**src/rtl/ddr3_avl_arbiter.sv**
```systemverilog
// ddr3_avl_arbiter: shares one DDR3 Avalon-MM port between a burst-read
// requester and a multi-beat write requester. Whole bursts are granted; the
// bus is held for the full length of a write burst. Reads win ties.
// Optional starvation guard: define DDR3_ARB_STARVE_GUARD_EN to bound the
// number of consecutive read grants made while a write is waiting.
module ddr3_avl_arbiter #(
  parameter int ADDR_W          = 26,
  parameter int DATA_W          = 128,
  parameter int RD_STARVE_LIMIT = 8
) (
  input  logic                ddr3_clk,
  input  logic                reset_n,
  input  logic                rd_req,
  input  logic [ADDR_W-1:0]   rd_addr,
  input  logic [2:0]          rd_size,
  output logic                rd_ack,
  input  logic                wr_req,
  input  logic [ADDR_W-1:0]   wr_addr,
  input  logic [2:0]          wr_size,
  input  logic [DATA_W-1:0]   wr_data,
  input  logic [DATA_W/8-1:0] wr_be,
  output logic                wr_ack,
  input  logic                ddr3_avl_ready,
  output logic                ddr3_avl_burstbegin,
  output logic [2:0]          ddr3_avl_size,
  output logic [ADDR_W-1:0]   ddr3_avl_addr,
  output logic                ddr3_avl_read_req,
  output logic                ddr3_avl_write_req,
  output logic [DATA_W-1:0]   ddr3_avl_wdata,
  output logic [DATA_W/8-1:0] ddr3_avl_be,
  output logic                wr_busy
);

  typedef enum logic [1:0] {IDLE, RD_CMD, WR_BURST} state_t;

  state_t            state;
  logic [ADDR_W-1:0] burst_addr;
  logic [2:0]        burst_size;
  logic [2:0]        beat_cnt;
  logic              burstbegin;
  logic              read_req;
  logic              write_req;

  logic              guard_fire;
  logic              grant_rd;
  logic              grant_wr;
  logic [2:0]        rd_len;
  logic [2:0]        wr_len;

  // A zero-length request is a single-beat burst.
  assign rd_len = (rd_size == 3'd0) ? 3'd1 : rd_size;
  assign wr_len = (wr_size == 3'd0) ? 3'd1 : wr_size;

  // Reads win unless a waiting write has been passed over too many times.
  assign grant_rd = rd_req && !(wr_req && guard_fire);
  assign grant_wr = wr_req && !grant_rd;

`ifdef DDR3_ARB_STARVE_GUARD_EN
  logic [7:0] starve_cnt;

  assign guard_fire = (starve_cnt >= 8'(RD_STARVE_LIMIT));

  // Count read grants that bypass a pending write; a write grant clears it.
  always_ff @(posedge ddr3_clk) begin
    if (!reset_n) begin
      starve_cnt <= 8'd0;
    end else if (state == IDLE) begin
      if (grant_wr) begin
        starve_cnt <= 8'd0;
      end else if (grant_rd && wr_req && (starve_cnt != 8'hFF)) begin
        starve_cnt <= starve_cnt + 8'd1;
      end
    end
  end
`else
  // Strict read priority: the guard never fires and the limit has no effect.
  assign guard_fire = 1'b0 && (RD_STARVE_LIMIT != 0);
`endif

  // Arbitration and burst sequencing; every Avalon command output is registered.
  always_ff @(posedge ddr3_clk) begin
    if (!reset_n) begin
      state      <= IDLE;
      burst_addr <= '0;
      burst_size <= 3'd0;
      beat_cnt   <= 3'd0;
      burstbegin <= 1'b0;
      read_req   <= 1'b0;
      write_req  <= 1'b0;
    end else begin
      burstbegin <= 1'b0;
      case (state)
        IDLE: begin
          if (grant_rd) begin
            state      <= RD_CMD;
            burst_addr <= rd_addr;
            burst_size <= rd_len;
            beat_cnt   <= rd_len;
            read_req   <= 1'b1;
            burstbegin <= 1'b1;
          end else if (grant_wr) begin
            state      <= WR_BURST;
            burst_addr <= wr_addr;
            burst_size <= wr_len;
            beat_cnt   <= wr_len;
            write_req  <= 1'b1;
            burstbegin <= 1'b1;
          end
        end
        RD_CMD: begin
          if (ddr3_avl_ready) begin
            state      <= IDLE;
            read_req   <= 1'b0;
            burst_addr <= '0;
            burst_size <= 3'd0;
            beat_cnt   <= 3'd0;
          end
        end
        WR_BURST: begin
          if (ddr3_avl_ready) begin
            if (beat_cnt == 3'd1) begin
              state      <= IDLE;
              write_req  <= 1'b0;
              burst_addr <= '0;
              burst_size <= 3'd0;
              beat_cnt   <= 3'd0;
            end else begin
              beat_cnt <= beat_cnt - 3'd1;
            end
          end
        end
        default: state <= IDLE;
      endcase
    end
  end

  assign ddr3_avl_burstbegin = burstbegin;
  assign ddr3_avl_size       = burst_size;
  assign ddr3_avl_addr       = burst_addr;
  assign ddr3_avl_read_req   = read_req;
  assign ddr3_avl_write_req  = write_req;
  assign wr_busy             = (state == WR_BURST);

  // Acks follow the controller's ready directly; write data passes straight
  // through while a write burst owns the bus and is held at zero otherwise.
  assign rd_ack         = (state == RD_CMD) && ddr3_avl_ready;
  assign wr_ack         = (state == WR_BURST) && ddr3_avl_ready;
  assign ddr3_avl_wdata = (state == WR_BURST) ? wr_data : '0;
  assign ddr3_avl_be    = (state == WR_BURST) ? wr_be : '0;

endmodule

```
**config.mk**
```make
export PLATFORM = sky130hd
export DESIGN_NAME = ddr3_avl_arbiter
export DESIGN_NICKNAME = d
export VERILOG_FILES = /design/src/rtl/ddr3_avl_arbiter.sv
export SDC_FILE = /design/constraint.sdc
export NUM_CORES = 1
export LEC_CHECK = 0
export ABC_AREA = 1
export BUFFER_PORTS_ARGS = -buffer_cell sky130_fd_sc_hd__buf_2
export CORE_AREA = 2 2 149 151
export CTS_CLUSTER_DIAMETER = 40
export DETAILED_ROUTE_END_ITERATION = 7
export DIE_AREA = 0 0 151 153
export PLACE_DENSITY = 0.4
export SLEW_MARGIN = 20
export SYNTH_ARGS = -nofsm -noshare
export SYNTH_HDL_FRONTEND = slang
export SYNTH_SLANG_ARGS = --single-unit
```
**constraint.sdc**
```tcl
create_clock -name ddr3_clk -period 2.2 [get_ports ddr3_clk]
set_input_delay 0.11 -clock ddr3_clk [delete_from_list [all_inputs] [get_ports ddr3_clk]]
set_output_delay 0.11 -clock ddr3_clk [all_outputs]
set_load 0.05 [all_outputs]
```
==> summary.md <==
| Metric | Value |
|---|---|
| Status | `completed` |
| WL final | `19500 um` |
| Synth cell types | `23` |
| M3 GR Usage | `6.63%` |
| Port buffer count | `385` |
| Power Density | `1570 nW/um^2` |
| CTS max path bufs | `2` |
| Xor/xnor share of the synthesized area | `0.264%` |
| Routed via count | `4889` |
| Endpoints failing setup | `0` |
| Core area | `21500 sq um` |
| Hold crit path type | `primary input to flop` |
| Async set-reset flop share out of synthesis | `0%` |
| All-Layer GR Usage | `16.1%` |
| Top fanout value on the critical path | `26` |
| Post-synth EDFFs | `0` |
| Clock root cell | `clkbuf_16` |
| Area delta synth->final | `73.5%` |
| Slowest CP cell | `dfxtp_1` |
| Final core occ | `26.8%` |
| Initial antenna violation count | `4` |
| Syn nets | `874` |
| Global route total overflow | `0` |
| Max Slew Vio Count | `0` |
| Post-DP HPWL | `16400 um` |
| Max_cap viols | `0` |
| Num rows | `54` |
| Final setup TNS | `0 ps` |
| RSZ-0062 raised after global routing | `no` |
| GRT met2 Usage | `27.1%` |
| Vias in the first global route | `4935` |
| Crit path capture type | `primary output` |
| Family with the most delay on the worst path | `buffers and inverters` |
| Area after DPL | `5570 sq um` |
| Post-Synth Adder-Cell Area | `2.64%` |
| Largest family of logic cells by synthesized area | `simple AND/OR/NAND/NOR gates` |
| CTS tree | `yes` |
| Setup Buffers After CTS | `0` |
| CP Cell Sequence | `inv_1 > ha_4 > buf_4 > nand2_1 > inv_1 > buf_2` |
| Ports | `386` |
| Final hold slack | `102 ps` |
| Slew headroom | `55.6%` |
| Sequential area share after synthesis | `22.4%` |
| H-tree levels | `2` |
| Clock Skew | `9.02 ps` |
| Starting Density | `15.4%` |
| Final period utilization | `90.1%` |
| Yosys warnings | `0` |
| Total CTS buffers | `5` |
| Largest net degree at the start of global routing | `68` |
| Measured slew at the worst slew-check pin | `665 ps` |
| Vias/cell | `3.72` |
| Met1 GRT Util | `19.0%` |
| Ys flop type | `dfxtp_1` |
| Max Clk Rate | `0.505 GHz` |
| Compound-cell area share of the yosys netlist | `5.82%` |
| DR pass1 iterations | `5` |
| Final min period | `1980 ps` |
| Max incr delay on CP | `330 ps` |
| Avg WL per Cell | `14.8 um` |
| # fillers | `2604` |
| Crit path DAT | `1870 ps` |
| Die Y | `153 um` |
| Fin. Hold Viols | `0` |
| Count leader, synth | `nand2_1` |
| Post-route design area | `5750 sq um` |
| VDD IR max | `0.000438 V` |
| # clock sinks | `37` |
| Mapped Area | `3310 sq um` |
| Multiplexer share of the synthesized area | `0%` |
| Antenna Nets Post-Route | `0` |
| Die Width | `151 um` |
| Post-CTS Resized | `0` |
| Cell count after synthesis | `660` |
| Post-synthesis sequential element count | `37` |
| Area leader, netlist | `nand2_1` |
| Global route hottest layer | `met2` |
| Die ar. | `23100 sq um` |
| Syn_area_per_cell | `5.02 sq um` |
| Gpl congestion | `0.821` |
| Top post-synthesis cells by area | `nand2_1, dfxtp_1, inv_1` |
| DRT iter0 DRCs | `181` |
| Global-route wire length before repair | `28500 um` |
| Buf/Inv on CP | `4` |
| Leak | `4.49 nW` |
| Worst skew pair latency | `290 ps` |
| DR DRC count | `0` |
| Post-Synth Simple-Gate Area | `43.7%` |
| Clock slew at reported path FFs | `60 ps` |
| Layout Nets | `1244` |
| Hold_buf cts | `0` |
| Most used cell, CP | `inv_1` |
| Post-synth top area share | `23.7%` |
| Crit path required time | `2090 ps` |
| Top post-synthesis cells by count | `nand2_1, inv_1, nor2_1, dfxtp_1` |
| CP Launch Type | `flop` |
| Critical path class | `flop to primary output` |
| Share of layout cells above drive strength 1 | `40.0%` |
==> cells by family after synthesis <==
| kind of cell | count (synthesis) |
|---|---|
| xor+xnor | 1 |
| buf+inv | 211 |
| simple gates | 369 |
| compound gates | 35 |
| flops | 37 |
| fa+ha+maj | 7 |
==> worst reg2reg max path: stages (launching register included) <==
cell and delay, ps:
dfxtp_1 370, inv_1 120, ha_1 260, nand2_1 190, inv_1 100, nor2_4 360
buf_12 190, nand3_1 70, nand2_1 70, nor2_1 40
==> through the flow <==
stage,power (mW),cells,setup slack [ps]
floorplan,6.45,660,501
global placement,8.27,1303,341
detailed placement,8.25,1303,311
CTS,9.16,1311,154
global route,9.76,1314,48.3
finish,9.01,1315,218
==> final cells by class <==
type / count / area, sq um / area share (%)
repair buffers: 399 / 2070 / 36.0
multi-input cells: 412 / 1750 / 30.4
flip-flops and latches: 37 / 741 / 12.9
inverters: 175 / 657 / 11.4
well taps: 280 / 350 / 6.09
clock buffers: 7 / 143 / 2.48
clock inverters: 1 / 30.0 / 0.522
diodes: 4 / 10.0 / 0.174
==> final timing paths <==
kind                                   start                               to  slack, ps  cells after the start
min                                  reset_n    ddr3_avl_addr[2]$_SDFFE_PN0P_        100                      3
max                    state[0]$_SDFFE_PN0P_              ddr3_avl_wdata[127]        220                      6
min reg2reg  ddr3_avl_write_req$_SDFFE_PN0P_  ddr3_avl_write_req$_SDFFE_PN0P_        470                      2
max reg2reg            state[0]$_SDFFE_PN0P_   ddr3_avl_addr[14]$_SDFFE_PN0P_        320                      9
==> registers in the layout, summed over array words and instances (netlist names) <==
register,flops
ddr3_avl_addr,26
state,2
ddr3_avl_size,3
ddr3_avl_write_req,1
ddr3_avl_read_req,1
ddr3_avl_burstbegin,1
beat_cnt,3
==> routing by layer <==
metal	vias up	routed length, um
li1	2593	-
met5	-	0
met3	18	2190
met2	204	8890
met4	0	354
met1	2074	8050
==> cell usage in the layout, fill, tap and decap left out <==
cell type  instances
clkbuf_16          5
o211ai_1           1
a211oi_1           1
nand4_1            2
a21oi_1            1
nor2_4             2
buf_2            385
bufinv_16          1
diode_2            4
buf_4             11
nand3_1           30
inv_1            173
nor3_1             1
buf_12             3
ha_1               6
a31oi_1            1
clkbuf_8           1
clkbuf_1           1
ha_4               1
nor2_1           124
a21oi_4            1
o21ai_0           30
xnor2_1            1
nand3b_1           1
nand2_1          209
inv_2              2
dfxtp_1           37
==> where the power goes <==
| part | total (mW) | internal [mW] | switching (mW) |
|---|---|---|---|
| registers | 1.16 | 0.989 | 0.166 |
| clock network | 0.853 | 0.567 | 0.287 |
| logic | 7.00 | 1.70 | 5.30 |
No activity file was read; power rests on OpenSTA's default activity.
